[src/rtl/counter_pkg.sv]
// rtl/counter_pkg.sv - shared types and parameter sanity helpers for the up/down counter
package counter_pkg;

   typedef enum logic {
      CNT_WRAP = 1'b0,
      CNT_SAT  = 1'b1
   } cnt_mode_e;

   // True when the highest legal count is representable in the count register.
   function automatic bit max_val_fits(input int max_val, input int width);
      return (max_val >= 0) && (longint'(max_val) < (longint'(1) << width));
   endfunction

   // True when the largest step can never exceed one full modulus.
   function automatic bit step_fits(input int step_w, input int max_val);
      return ((longint'(1) << step_w) - 1) <= longint'(max_val);
   endfunction

endpackage

[src/rtl/count_prescaler.sv]
// rtl/count_prescaler.sv - enable prescaler producing one advance tick per PRESCALE enabled cycles
module count_prescaler
   import counter_pkg::*;
#(
   parameter int PRESCALE = 1
) (
   input  logic clk,
   input  logic reset,
   input  logic enable,
   input  logic restart,
   output logic adv_tick
);

   if (PRESCALE < 1) begin : g_bad_prescale
      $error("count_prescaler: PRESCALE must be >= 1");
   end

   if (PRESCALE == 1) begin : g_passthrough
      // No division needed: every enabled cycle is an advance.
      logic unused_inputs;
      assign unused_inputs = &{1'b0, clk, reset, restart};
      assign adv_tick      = enable;
   end else begin : g_divider
      localparam int PW = $clog2(PRESCALE);
      localparam logic [PW-1:0] LAST = PW'(PRESCALE - 1);

      logic [PW-1:0] pre_cnt;
      logic          at_last;

      assign at_last  = (pre_cnt == LAST);
      assign adv_tick = enable & at_last;

      // Count enabled cycles, recycling to 0 on the advance cycle or on restart.
      always_ff @(posedge clk or posedge reset) begin
         if (reset) begin
            pre_cnt <= '0;
         end else if (restart) begin
            pre_cnt <= '0;
         end else if (enable) begin
            pre_cnt <= at_last ? '0 : pre_cnt + 1'b1;
         end
      end
   end

endmodule

[src/rtl/updown_counter_mod.sv]
// rtl/updown_counter_mod.sv - up/down modulus counter with step, wrap/saturate mode and prescaler
module updown_counter_mod
   import counter_pkg::*;
#(
   parameter int WIDTH    = 4,
   parameter int MAX_VAL  = 15,
   parameter int STEP_W   = 2,
   parameter int PRESCALE = 1
) (
   input  logic              clk,
   input  logic              reset,
   input  logic              clear,
   input  logic              load,
   input  logic [WIDTH-1:0]  load_value,
   input  logic              enable,
   input  logic              up,
   input  logic [STEP_W-1:0] step,
   input  cnt_mode_e         mode,
   output logic [WIDTH-1:0]  count,
   output logic              event_pulse,
   output logic              at_max,
   output logic              at_min
);

   if (!max_val_fits(MAX_VAL, WIDTH)) begin : g_bad_max_val
      $error("updown_counter_mod: MAX_VAL must be < 2**WIDTH");
   end

   if (!step_fits(STEP_W, MAX_VAL)) begin : g_bad_step_w
      $error("updown_counter_mod: 2**STEP_W-1 must be <= MAX_VAL");
   end

   // One extra bit so count+step and count+modulus never overflow before comparing.
   localparam int EXT_W = WIDTH + 1;
   localparam logic [EXT_W-1:0] MAX_EXT = EXT_W'(MAX_VAL);
   localparam logic [EXT_W-1:0] MOD_EXT = EXT_W'(MAX_VAL + 1);

   logic             adv_tick;
   logic [EXT_W-1:0] cur_ext;
   logic [EXT_W-1:0] step_ext;
   logic [EXT_W-1:0] sum_ext;
   logic [EXT_W-1:0] adv_ext;
   logic             adv_event;
   logic [EXT_W-1:0] load_ext;
   logic [WIDTH-1:0] load_clamped;

   count_prescaler #(
      .PRESCALE (PRESCALE)
   ) u_prescaler (
      .clk      (clk),
      .reset    (reset),
      .enable   (enable),
      .restart  (clear | load),
      .adv_tick (adv_tick)
   );

   // Next count for an advance; a forced out-of-range count behaves as MAX_VAL.
   always_comb begin
      cur_ext   = ({1'b0, count} > MAX_EXT) ? MAX_EXT : {1'b0, count};
      step_ext  = EXT_W'(step);
      sum_ext   = cur_ext + step_ext;
      adv_ext   = cur_ext;
      adv_event = 1'b0;
      if (up) begin
         if (sum_ext <= MAX_EXT) begin
            adv_ext = sum_ext;
         end else begin
            adv_event = 1'b1;
            adv_ext   = (mode == CNT_SAT) ? MAX_EXT : sum_ext - MOD_EXT;
         end
      end else begin
         if (step_ext <= cur_ext) begin
            adv_ext = cur_ext - step_ext;
         end else begin
            adv_event = 1'b1;
            adv_ext   = (mode == CNT_SAT) ? '0 : cur_ext + MOD_EXT - step_ext;
         end
      end
   end

   // Loads above the modulus clamp to the highest legal count.
   always_comb begin
      load_ext     = {1'b0, load_value};
      load_clamped = (load_ext > MAX_EXT) ? WIDTH'(MAX_EXT) : load_value;
   end

   // Count register: reset > clear > load > advance; event lasts one cycle.
   always_ff @(posedge clk or posedge reset) begin
      if (reset) begin
         count       <= '0;
         event_pulse <= 1'b0;
      end else if (clear) begin
         count       <= '0;
         event_pulse <= 1'b0;
      end else if (load) begin
         count       <= load_clamped;
         event_pulse <= 1'b0;
      end else if (adv_tick) begin
         count       <= WIDTH'(adv_ext);
         event_pulse <= adv_event;
      end else begin
         event_pulse <= 1'b0;
      end
   end

   assign at_max = ({1'b0, count} == MAX_EXT);
   assign at_min = (count == '0);

endmodule

[config.mk]
export PLATFORM = sky130hd
export DESIGN_NAME = updown_counter_mod
export DESIGN_NICKNAME = d
export VERILOG_FILES = /design/src/rtl/counter_pkg.sv /design/src/rtl/count_prescaler.sv /design/src/rtl/updown_counter_mod.sv
export SDC_FILE = /design/constraint.sdc
export NUM_CORES = 1
export LEC_CHECK = 0
export ABC_AREA = 1
export BUFFER_PORTS_ARGS = -buffer_cell sky130_fd_sc_hd__buf_2
export CAP_MARGIN = 5
export CORE_MARGIN = 8
export CORE_UTILIZATION = 45
export CTS_BUF_LIST = sky130_fd_sc_hd__clkbuf_2 sky130_fd_sc_hd__clkbuf_4 sky130_fd_sc_hd__clkbuf_8
export DETAILED_ROUTE_END_ITERATION = 8
export PLACE_DENSITY_LB_ADDON = 0.12
export SYNTH_ARGS = -nofsm -noshare
export SYNTH_HDL_FRONTEND = slang
export SYNTH_HIERARCHICAL = 1
export SYNTH_SLANG_ARGS = --single-unit
[constraint.sdc]
create_clock -name clk -period 2 [get_ports clk]
set_input_delay 0.1 -clock clk [delete_from_list [all_inputs] [get_ports clk]]
set_output_delay 0.1 -clock clk [all_outputs]
set_load 0.01 [all_outputs]
# After elaboration in Yosys (flattened, before gate mapping)
# Cells that the tools add are included.
op_classes:
  div_mod_pow: 0
  n_bitwise: 0
  order_cmp: 2
  eq_ne: 1
  multipliers: 0
  shift: 0
  add_sub_neg: 5
  reduce_logical: 2
  muxes: 14
op_table:
  columns: ["op", "count"]
  rows:
  - ["4-bit 2-to-1 mux", 8]
  - ["4-bit by 2-bit subtractor with 4-bit output", 2]
  - ["1-bit 2-to-1 mux", 6]
  - ["4-bit by 2-bit adder with 5-bit output", 1]
  - ["5-bit by 4-bit less-or-equal comparator with 1-bit output, second input constant", 1]
  - ["4-bit by 1-bit adder with 4-bit output, second input constant", 1]
  - ["4-bit equality test, second input constant", 1]
  - ["2-bit by 4-bit less-or-equal comparator with 1-bit output", 1]
  - ["4-bit zero test", 1]
  - ["4-bit by 1-bit subtractor with 4-bit output, second input constant", 1]
  - ["3-bit nonzero test", 1]
totals:
  latchBits: 0
  output_inout_bits: 7
  mem_bits_ro: 0
  input_bits: 13
  ff_bits: 5
  ramBits: 0
  memories: 0
  wordCells: 26

# Depth between registers and ports, before layout
depth:
  ltp_word: 8
  depth_mapped: 12
  depth_no_buf: 12

# Cells and area by module
# The synthesis kept the hierarchy.
by_module_without_submodules:
  columns: ["module", "n_inst", "area_each_um2", "cells_per_inst", "seq_area_each_um2"]
  rows:
  - ["updown_counter_mod", 1, 595.6, 89, 125.1]
  - ["count_prescaler", 1, 7.5, 1, 0.0]

# Worst setup path before layout
# Ideal clock, no wire load.
synth_path:
  path_kind: "register -> register"
  start: "reg count[0]"
  end: "reg count[3]"
  setup_ps: 116
  required_time_ps: 1884
  setup_slack_ps: 266
  arrival_time_ps: 1618
  synth_period_minus_slack_ps: 1734
  stages_incl_launch_ff: 13
  path_buffers: 0
  cell_sequence: "dfrtp_1 inv_1 ha_1 inv_1 fa_1 nor2_1 nand3_2 nand3_1 nand2_1 nand2_1 nand2_1 nand2_1 nand2_1"
synth_between:
  elab_chain_cells: 8
  word_cells_on_any_way: 15
  classes_between: "5 x add/sub; 2 x order compare; 8 x mux"
synth_lines:
  columns: ["element", "line", "rtl"]
  rows:
  - ["start, declared", "updown_counter_mod.sv:19", "output logic [WIDTH-1:0] count,"]
  - ["start signal, assigned", "updown_counter_mod.sv:96", "count <= load_clamped;"]
  - ["start signal, assigned", "updown_counter_mod.sv:99", "count <= WIDTH'(adv_ext);"]
  - ["4-bit by 1-bit adder with 4-bit output / 4-bit by 2-bit adder with 5-bit output (equally long branches)", "updown_counter_mod.sv:76, updown_counter_mod.sv:61", null]
  - ["4-bit by 2-bit subtractor with 4-bit output / 4-bit by 1-bit subtractor with 4-bit output (equally long branches)", "updown_counter_mod.sv:76, updown_counter_mod.sv:69", null]
  - ["4-bit 2-to-1 mux (on tied branches)", "updown_counter_mod.sv:76, updown_counter_mod.sv:69", null]
  - ["4-bit 2-to-1 mux (on tied branches)", "updown_counter_mod.sv:72, updown_counter_mod.sv:65", null]
  - ["4-bit 2-to-1 mux (*)", "updown_counter_mod.sv:64", "if (up) begin"]
  - ["4-bit 2-to-1 mux (*)", "updown_counter_mod.sv:98", "end else if (adv_tick) begin"]
  - ["4-bit 2-to-1 mux (*)", "updown_counter_mod.sv:95", "end else if (load) begin"]
  - ["4-bit 2-to-1 mux (*)", "updown_counter_mod.sv:92", "end else if (clear) begin"]
# Every way passes the cells marked *; elsewhere a longest branch is shown, timed or not. The select of a mux whose other input is x is not followed.
# A chain may end at the register's enable or synchronous reset.

# Worst setup path after layout
layout_path:
  start: "reg count[0]"
  end: "reg count[2]"
# The elaborated chain is that of the path after synthesis.

==> implementation parameters <==
Parameter                              Value

Clock network
  Cell chosen for the clock root ... sky130_fd_sc_hd__clkbuf_4
  TritonCTS Sinks ... 5
  Post-CTS setup buffer count ... 0
  Insertion delay of the later-clocked pin in the worst-skew pair ... 0.24 ns
  Clock-pin slew of the registers on the worst-case setup and hold paths ... 0.04 ns
  TritonCTS clock tree ... done
  Number of buffers added by the clock tree synthesis step ... 3
  Number of buffers on the longest clock path ... 2
  Maximum level of the CTS H-tree ... 1

Synthesis
  Sequential element share of the synthesized area ... 20.7%
  Net count of the mapped netlist ... 109
  Mean cell area of the mapped netlist ... 6.70 µm²
  Number of distinct library cells after synthesis ... 23
  Most common library cells after synthesis ... sky130_fd_sc_hd__nand2_1 (30), sky130_fd_sc_hd__nand3_1 (12), sky130_fd_sc_hd__inv_1 (9)
  Area share of the largest cell type after synthesis ... 20.7%
  Number of enable-type register cells in the synthesized netlist ... 0
  Async SR Flop Fraction ... 100%
  YS warnings ... 6
  Cells after synthesis ... 90
  Dominant cell type by area after synthesis ... sky130_fd_sc_hd__dfrtp_1
  Synthesized flop and latch total ... 5
  Most frequent cell after synthesis ... sky130_fd_sc_hd__nand2_1
  Cells taking the most area after synthesis ... sky130_fd_sc_hd__dfrtp_1 (21%), sky130_fd_sc_hd__nand2_1 (19%), sky130_fd_sc_hd__nand3_1 (10%)
  Netlist area before placement ... 603 µm²
  Main flop type after synthesis ... sky130_fd_sc_hd__dfrtp_1

Floorplanning
  Floorplan die height ... 52.6 µm
  Number of primary I/O pins ... 20
  Total die area ... 2770 µm²
  Overall die width ... 52.6 µm
  Std-Cell Rows ... 13
  Core area ... 1270 µm²
  Initial cell density of the core ... 47.5%

Worst setup path
  WP buf/inv ... 2
  Highest fanout seen on the critical path ... 5
  CP max-delay cell ... sky130_fd_sc_hd__dfrtp_2
  List of cells traversed by the critical path ... inv_1, ha_1, inv_1, fa_1, nor2_1, nand3_2, nand3_1, o21ai_1, o21ai_1, nand2_1
  Crit path DAT ... 2.01 ns
  Setup CP Type ... register to register
  Category of the worst setup path capture point ... register
  Required time at the endpoint of the critical path ... 2.12 ns
  Critical Path Max Stage Delay ... 0.43 ns
  Category of cells accounting for the largest share of critical-path delay ... adder cells
  Reg-to-reg setup timing slack ... 0.11 ns
  Launching element type of the critical path ... register

Place
  Worst setup timing slack at the placement stage ... 0.132 ns
  Routability cong. ... 0.782
  PortBufs ... 19
  Post-DP HPWL ... 1.14 mm

Finish
  Antenna diode count ... 0
  Multi-input combinational cell area ... 402 µm²
  Share of post-route cells with drive strength above 1 ... 29.7%
  Count of filler cells inserted in the layout ... 132
  Number of nets in the finished design ... 131
  Final core occ ... 57.4%
  Layout area overhead ... 20.7%
  FF+latch area ... 126 µm²

Route
  # DRC ... 0
  Number of optimization iterations in the first detailed-route pass ... 5
  Average routed wire per standard cell ... 10.7 µm
  Via density per instance ... 4.88
  Count of antenna-violating nets left after detailed routing ... 0
  Number of DRC violations after detailed-routing iteration 0 ... 17
  DRT Wirelength ... 1.34 mm
  Count of vias placed by the detailed router ... 615

Timing
  Final hold violations ... 0
  Final setup vio count ... 0
  Final clock skew ... 0.00231 ns
  Relative slew margins ... 68.5%
  Final worst slack ... 0.110 ns
  Peak Freq ... 529 MHz
  Setup Total Neg Slack ... 0 ns
  Slew at the pin with the worst max-slew slack ... 0.472 ns
  Final Max Slew Viols ... 0
  Post-layout min period ... 1.89 ns
  Setup repair after global routing missed its margin ... no
  Share of the clock period used by the worst path after layout ... 94.5%
  Worst-case hold slack ... 0.163 ns

Pwr
  Leakage power of the design ... 0.423 nW
  Logic pwr share ... 36.3%
  Pint ... 262 µW
  Power per unit of standard cell area ... 553 nW/µm²
  Switching part of the total ... 35.1%
  Share of power burned in the clock network ... 31.4%
  Overall power consumption ... 403 µW
  Share of power burned in registers ... 32.3%
  Switching pwr ... 141 µW
  Max VDD drop ... 0.217 mV

Global routing
  Maximum number of pins on one net before global-route repair ... 14
  Total track usage ... 10.0%
  Antenna violations before repair ... 0
  First-pass GRT wire length ... 2.24 mm
  Residual overflow from global routing ... 0
  Vias in the first global route ... 569

Min path
  Min-delay worst type ... primary input to register

Outcome
  Outcome ... completed

Run
  Count of max-cap constraint violations ... 0
sequential cells by signal (all words and copies together) (netlist names):
signal	flops
event_pulse	1
count	4
worst paths after layout:
| kind | start | endpoint | depth (start not counted) |
|---|---|---|---|
| worst max-delay path | count[0] | count[2] | 10 |
| worst min-delay path | enable | count[0] | 4 |
| worst max register to register | count[0] | count[2] | 10 |
| worst min register to register | count[0] | count[0] | 2 |
| max in group asynchronous | reset | count[0] | 3 |
| min in group asynchronous | reset | count[2] | 3 |
power by group through the flow:
stage          clock, mW  combinational [mW]  sequential [mW]
2_1_floorplan          0               0.112            0.124
3_3_place_gp           0               0.146            0.131
3_5_place_dp           0               0.145            0.132
4_1_cts            0.131               0.147            0.130
5_1_grt            0.145               0.166            0.133
6_report           0.126               0.146            0.130
stage by stage:
| stage | cell area, µm² | instances |
|---|---|---|
| floorplan | 603 | 90 |
| global placement | 687 | 121 |
| detailed placement | 687 | 121 |
| CTS | 727 | 126 |
| global route | 728 | 126 |
| finish | 728 | 126 |
worst min-delay path, stage by stage:
cell and delay [ns]:
sky130_fd_sc_hd__buf_2 0.09, sky130_fd_sc_hd__nor2_1 0.07, sky130_fd_sc_hd__nand2_1 0.06, sky130_fd_sc_hd__nand2_1 0.04
logic make-up after synthesis:
family | Yosys count | synth area share, %
adder cells (fa/ha/maj) | 6 | 14.9
AND/OR/NAND/NOR | 56 | 44.4
AO/OA/AOI/OAI | 7 | 5.81
buffers and inverters | 15 | 12.7
XOR/XNOR | 1 | 1.45
flip-flops | 5 | 20.7
final cells by class:
| type | count | share of cell area [%] |
|---|---|---|
| Multi-Input combinational cell | 70 | 55.2 |
| Sequential cell | 5 | 17.4 |
| Timing Repair Buffer | 20 | 14.4 |
| Inverter | 12 | 6.36 |
| Clock buffer | 4 | 4.12 |
| Tap cell | 15 | 2.58 |
layout by cell type, fill, tap and decap left out, types with 2 or more instances in the layout:
cell                       synthesis  routed
sky130_fd_sc_hd__a21oi_1           2       2
sky130_fd_sc_hd__nor2_1            4       4
sky130_fd_sc_hd__dfrtp_1           5       4
sky130_fd_sc_hd__nand2_1          30      30
sky130_fd_sc_hd__inv_1             9       9
sky130_fd_sc_hd__clkbuf_4          0       4
sky130_fd_sc_hd__inv_2             2       2
sky130_fd_sc_hd__nand3_1          12      12
sky130_fd_sc_hd__ha_1              4       4
sky130_fd_sc_hd__buf_2             0      19
sky130_fd_sc_hd__nor2_2            2       2
sky130_fd_sc_hd__nand3_2           2       2
sky130_fd_sc_hd__fa_1              2       2
sky130_fd_sc_hd__o21ai_1           4       4
layer usage:
metal | up-vias | global-route usage [%] | part of all wire [%]
met3 | 0 | 3.13 | 10
met5 | - | 0 | 0
met2 | 29 | 14.4 | 42
met1 | 259 | 14.4 | 48
met4 | 0 | 1.29 | 0
li1 | 327 | - | -
what timing repair did:
item                                    CTS  global route
hold endpoints to repair                  5             0
resized for setup                         0             1
endpoints found under the setup margin    0             2
hold buffers                              1             0
(Power assumes the default switching activity.)
